## config.mk

```make
export PLATFORM = sky130hd
export DESIGN_NAME = iob_bus_arbiter2
export DESIGN_NICKNAME = d
export VERILOG_FILES = /design/src/rtl/iob_bus_arbiter2.sv
export SDC_FILE = /design/constraint.sdc
export NUM_CORES = 1
export LEC_CHECK = 0
export CAP_MARGIN = 5
export CORE_MARGIN = 4
export CORE_UTILIZATION = 29
export DETAILED_ROUTE_END_ITERATION = 8
export PLACE_DENSITY = 0.77
export SLEW_MARGIN = 20
export SYNTH_ARGS = -nofsm -noshare
export SYNTH_HDL_FRONTEND = slang
export SYNTH_SLANG_ARGS = --single-unit
export TNS_END_PERCENT = 10
```

## constraint.sdc

```tcl
create_clock -name clk -period 2.5 [get_ports clk]
set_input_delay 0.75 -clock clk [delete_from_list [all_inputs] [get_ports clk]]
set_output_delay 0.75 -clock clk [all_outputs]
set_load 0.05 [all_outputs]
```

## src/rtl/iob_bus_arbiter2.sv

```systemverilog
// rtl/iob_bus_arbiter2.sv - two-port IOb native bus arbiter, one transaction in flight
// Registers the winner onto the shared port and routes the response back to its owner.
module iob_bus_arbiter2 #(
  parameter int ADDR_W = 32,
  parameter int DATA_W = 32,
  parameter int RR     = 1
) (
  input  logic                clk,
  input  logic                rst,
  input  logic                s0_valid,
  input  logic [ADDR_W-1:0]   s0_addr,
  input  logic [DATA_W-1:0]   s0_wdata,
  input  logic [DATA_W/8-1:0] s0_wstrb,
  output logic                s0_ready,
  output logic [DATA_W-1:0]   s0_rdata,
  input  logic                s1_valid,
  input  logic [ADDR_W-1:0]   s1_addr,
  input  logic [DATA_W-1:0]   s1_wdata,
  input  logic [DATA_W/8-1:0] s1_wstrb,
  output logic                s1_ready,
  output logic [DATA_W-1:0]   s1_rdata,
  output logic                m_valid,
  output logic [ADDR_W-1:0]   m_addr,
  output logic [DATA_W-1:0]   m_wdata,
  output logic [DATA_W/8-1:0] m_wstrb,
  input  logic                m_ready,
  input  logic [DATA_W-1:0]   m_rdata,
  output logic                grant,
  output logic                busy,
  output logic                err
);

  typedef enum logic {IDLE, BUSY} state_t;

  state_t state, state_nxt;
  logic   last_grant;
  logic   winner;
  logic   any_valid;
  logic   done;

  always_comb begin
    any_valid = s0_valid | s1_valid;
    winner    = 1'b0;
    if (s0_valid && s1_valid)
      winner = (RR != 0) ? ~last_grant : 1'b0;
    else
      winner = s1_valid;
  end

  always_comb begin
    state_nxt = state;
    case (state)
      IDLE:    if (any_valid) state_nxt = BUSY;
      BUSY:    if (m_ready)   state_nxt = IDLE;
      default: state_nxt = IDLE;
    endcase
  end

  // Requester fields are captured only on the IDLE->BUSY edge, so they may change freely while BUSY.
  always_ff @(posedge clk or posedge rst) begin
    if (rst) begin
      state      <= IDLE;
      grant      <= 1'b0;
      last_grant <= 1'b1;
      m_addr     <= '0;
      m_wdata    <= '0;
      m_wstrb    <= '0;
      err        <= 1'b0;
    end else begin
      state <= state_nxt;
      if (state == IDLE && any_valid) begin
        grant      <= winner;
        last_grant <= winner;
        m_addr     <= winner ? s1_addr  : s0_addr;
        m_wdata    <= winner ? s1_wdata : s0_wdata;
        m_wstrb    <= winner ? s1_wstrb : s0_wstrb;
      end
      if (state == IDLE && m_ready)
        err <= 1'b1;
    end
  end

  assign busy     = (state == BUSY);
  assign m_valid  = busy;
  assign done     = busy & m_ready;
  assign s0_ready = done & ~grant;
  assign s1_ready = done &  grant;
  assign s0_rdata = s0_ready ? m_rdata : '0;
  assign s1_rdata = s1_ready ? m_rdata : '0;

endmodule

```

==> flow_summary.ini <==
[global_route]
grt_pass1_vias = 4681
grt_antenna_before_repair = 0
grt_start_max_net_pins = 73
global_route.overflow_total = 0
wire_length_of_the_first_global_routing_pass_mm = 25.19
globalRouteTotalUtil = 0.2205

[clocking]
number_of_clock_buffers_inserted_by_tritoncts = 9
clk-insertion-delay-late_ns = 0.32
ctsRootBufferMaster = sky130_fd_sc_hd__clkbuf_16
htree_levels = 3
tritoncts = yes
clock_sink_count = 72
worst_setup_hold_path_clk_slew_ns = 0.06
clockBufferDepth = 2

[cells_and_area]
post_route_cells_drive_above_1_share = 0.2049
final_nets = 939
final_core_util = 0.6742
final.fill_count = 937
areaGrowthSynthToFinish_pct = 123.0
n_antenna_cell = 0

[status]
run_status = finished, final reports clean

[timing]
setup_slack_ns = 0.02701
period_minus_slack_ns = 2.473
slew_violations = 0
maxClockFrequency_mhz = 404.4
hold_viol_final = 0
clock_tree_skew_after_final_layout_ns = 0.008240
layout_worst_path_cycle_share = 0.9892
setup_total_negative_slack_ns = 0
hold-worst-slack_ns = 0.4797
slew_headroom = 0.6250
total_of_endpoints_with_negative_setup_slack_in_the_final_report = 0
tightestPinTransition_ns = 0.5607

[setup_path]
timing.critical_path.cells = buf_4 -> nand2_4 -> buf_12 -> nor2_4 -> buf_6 -> and2_1 -> buf_12
worstSetupStartpointType = primary input
timing.critical_path.arrival_ns = 1.72
required_ns = 1.75
critical_path_class = in2out
critical-path-slowest-cell = sky130_fd_sc_hd__and2_1
crit_path_max_incr_delay_ns = 0.19
critPathMostFrequentCell = sky130_fd_sc_hd__buf_12
crit_end_element = output pin
path_max_fanout = 11

[floorplan]
fp-row-count = 40
floorplan.core_area_um2 = 12210
dieArea_um2 = 14600
starting_density = 0.3024
die_w_um = 120.8
die-height_um = 120.8
top_level_ports = 311

[logic_synthesis]
synth.avg_cell_area_um2 = 8.044
synth.top_cells.by_area = sky130_fd_sc_hd__dfrtp_1 48%, sky130_fd_sc_hd__nand2_1 14%, sky130_fd_sc_hd__a31oi_1 12%, sky130_fd_sc_hd__and2_1 11%, sky130_fd_sc_hd__nor2_1 7.1%
mappedNetlistNets = 632
syn-instance-count = 459
mapped_cell_area_um2 = 3692
area_share_of_the_largest_cell_type_after_synthesis = 0.4812
synth_top_area_cell = sky130_fd_sc_hd__dfrtp_1
postSynthRegisterBits = 72
yosys_warnings = 0
post_synth_num_cell_types = 18
yosysSeqAreaShare = 0.4883

[routing]
drt_pre_antenna_iters = 4
detail_route.wl_per_cell_um = 17.76
initialDrtViolationCount = 245
drc = 0
antenna_left = 0
drt-total-wl_mm = 16.68
route.vias.total = 4426
via_per_instance_ratio = 4.714

[placed_design]
detailedPlace.worstSlack_ns = -0.3489
place.port_buffers = 310
finalWeightedCongestion = 0.8609
dpl.hpwl_mm = 12.51

[power_and_ir_drop]
power.density_cell_area_nw_per_um2 = 762.2
vdd.ir_drop.worst_mv = 0.2878
static-leakage-power_nw = 3.437

[run]
max_cap_viol_count = 0

[min_path]
hold_path.class = reg2reg
[cells in the final DEF (no fill, tap or decap)]
cell / Yosys / layout
sky130_fd_sc_hd__clkdlybuf4s50_1: 0 / 242
sky130_fd_sc_hd__nand2_1: 137 / 136
sky130_fd_sc_hd__buf_12: 0 / 74
sky130_fd_sc_hd__dfrtp_1: 71 / 70
sky130_fd_sc_hd__a31oi_1: 69 / 69
sky130_fd_sc_hd__nor2_1: 70 / 68
sky130_fd_sc_hd__and2_4: 0 / 36
sky130_fd_sc_hd__and2_1: 64 / 19
sky130_fd_sc_hd__buf_4: 2 / 10
sky130_fd_sc_hd__and2_2: 0 / 9
sky130_fd_sc_hd__clkbuf_16: 0 / 9
sky130_fd_sc_hd__buf_6: 4 / 4
sky130_fd_sc_hd__clkinv_2: 0 / 3
sky130_fd_sc_hd__clkbuf_1: 4 / 3
sky130_fd_sc_hd__inv_1: 3 / 2
sky130_fd_sc_hd__nor2_4: 0 / 2
sky130_fd_sc_hd__bufbuf_16: 0 / 2
sky130_fd_sc_hd__a21bo_2: 0 / 1
sky130_fd_sc_hd__o21ba_4: 0 / 1
sky130_fd_sc_hd__a21boi_4: 0 / 1
sky130_fd_sc_hd__nand2_4: 0 / 1
sky130_fd_sc_hd__o31a_1: 1 / 1
sky130_fd_sc_hd__clkinvlp_4: 0 / 1
sky130_fd_sc_hd__a21oi_1: 1 / 1
sky130_fd_sc_hd__a21o_1: 1 / 1
sky130_fd_sc_hd__o22ai_1: 1 / 1
sky130_fd_sc_hd__dfrtp_2: 0 / 1
sky130_fd_sc_hd__bufinv_16: 0 / 1
sky130_fd_sc_hd__buf_16: 0 / 1
sky130_fd_sc_hd__dfstp_2: 1 / 1
[worst max-delay path: cells and delay by family]
kind,cells,cell delay [ns]
buf+inv,4,0.55
simple gates,3,0.41
[worst paths after layout]
path                                      start                      to  slack, ns  cells past startpoint
worst max-delay path                    m_ready             s1_rdata[4]       0.03                      7
worst min register to register  err$_DFFE_PP0P_         err$_DFFE_PP0P_       0.48                      1
worst min-delay path            err$_DFFE_PP0P_         err$_DFFE_PP0P_       0.48                      1
max in group asynchronous                   rst  last_grant$_DFFE_PP1P_       1.24                      3
worst max register to register   busy$_DFF_PP0_  m_addr[15]$_DFFE_PP0P_       1.11                      4
min in group asynchronous                   rst  m_addr[10]$_DFFE_PP0P_       0.91                      3
[metal layers]
metal / track usage / vias to the layer above / wire (um)
met5: 0 / - / 0
met4: 0.1006 / 0 / 752
met3: 0.07250 / 35 / 1361
met2: 0.4179 / 204 / 8912
met1: 0.2139 / 2067 / 5648
li1: - / 2120 / -
[cell type report]
cell class	count	area, um^2	area share
Multi-Input combinational cell	347	1805	0.2193
Timing Repair Buffer	333	4116	0.5000
Sequential cell	72	1804	0.2191
Tap cell	168	210.2	0.02553
Clock buffer	12	236.5	0.02872
Clock inverter	4	45.04	0.005471
Inverter	3	15.01	0.001824
[cell families after synthesis]
| logic type | after synthesis | share of synthesized area |
|---|---|---|
| AND/OR/NAND/NOR | 271 | 0.3189 |
| AO/OA/AOI/OAI | 76 | 0.1328 |
| flip-flops | 72 | 0.4883 |
| buffers and inverters | 40 | 0.05998 |
[through the flow]
step	power, mW	cell area (um^2)	std cells
after floorplan	3.508	3720	459
after global placement	4.888	7675	914
after detailed placement	4.944	7675	914
after CTS	6.317	8218	939
after global routing	6.553	8233	939
final	6.275	8233	939
[sequential cells by signal (all words and copies together), names as in the netlist]
name	cells
busy	1
grant	1
err	1
m_wdata	32
m_wstrb	4
last_grant	1
m_addr	32
[cells in the mapped netlist]
| master | count |
|---|---|
| sky130_fd_sc_hd__a21boi_2 | 1 |
| sky130_fd_sc_hd__o22ai_1 | 1 |
| sky130_fd_sc_hd__buf_4 | 2 |
| sky130_fd_sc_hd__nor2_1 | 70 |
| sky130_fd_sc_hd__o31a_1 | 1 |
| sky130_fd_sc_hd__dfrtp_1 | 71 |
| sky130_fd_sc_hd__dfstp_2 | 1 |
| sky130_fd_sc_hd__nand2_1 | 137 |
| sky130_fd_sc_hd__a21oi_1 | 1 |
| sky130_fd_sc_hd__a31oi_1 | 69 |
| sky130_fd_sc_hd__inv_1 | 3 |
| sky130_fd_sc_hd__a21o_1 | 1 |
| sky130_fd_sc_hd__clkbuf_1 | 4 |
| sky130_fd_sc_hd__o21ba_2 | 1 |
| sky130_fd_sc_hd__buf_2 | 27 |
| sky130_fd_sc_hd__and2_1 | 64 |
| sky130_fd_sc_hd__a21bo_1 | 1 |
| sky130_fd_sc_hd__buf_6 | 4 |
[power by group]
part	switching [mW]	total (mW)	leakage (nW)	internal [mW]
sequential	0.164	1.62	0.797	1.46
clock	0.451	1.22	0.140	0.768
combinational	2.05	3.43	2.50	1.39
total	2.66	6.28	3.44	3.62
[timing repair]
item / 4_1_cts / 5_1_grt
hold endpoints to repair: 0 / 0
cloned: 4 / 0
hold buffers: 0 / 0
gates resized for setup: 48 / 5
buffers inserted: 5 / 0
pin swaps: 2 / 1
endpoints found under the setup margin: 66 / 50
Power figures use the tool's default switching activity.
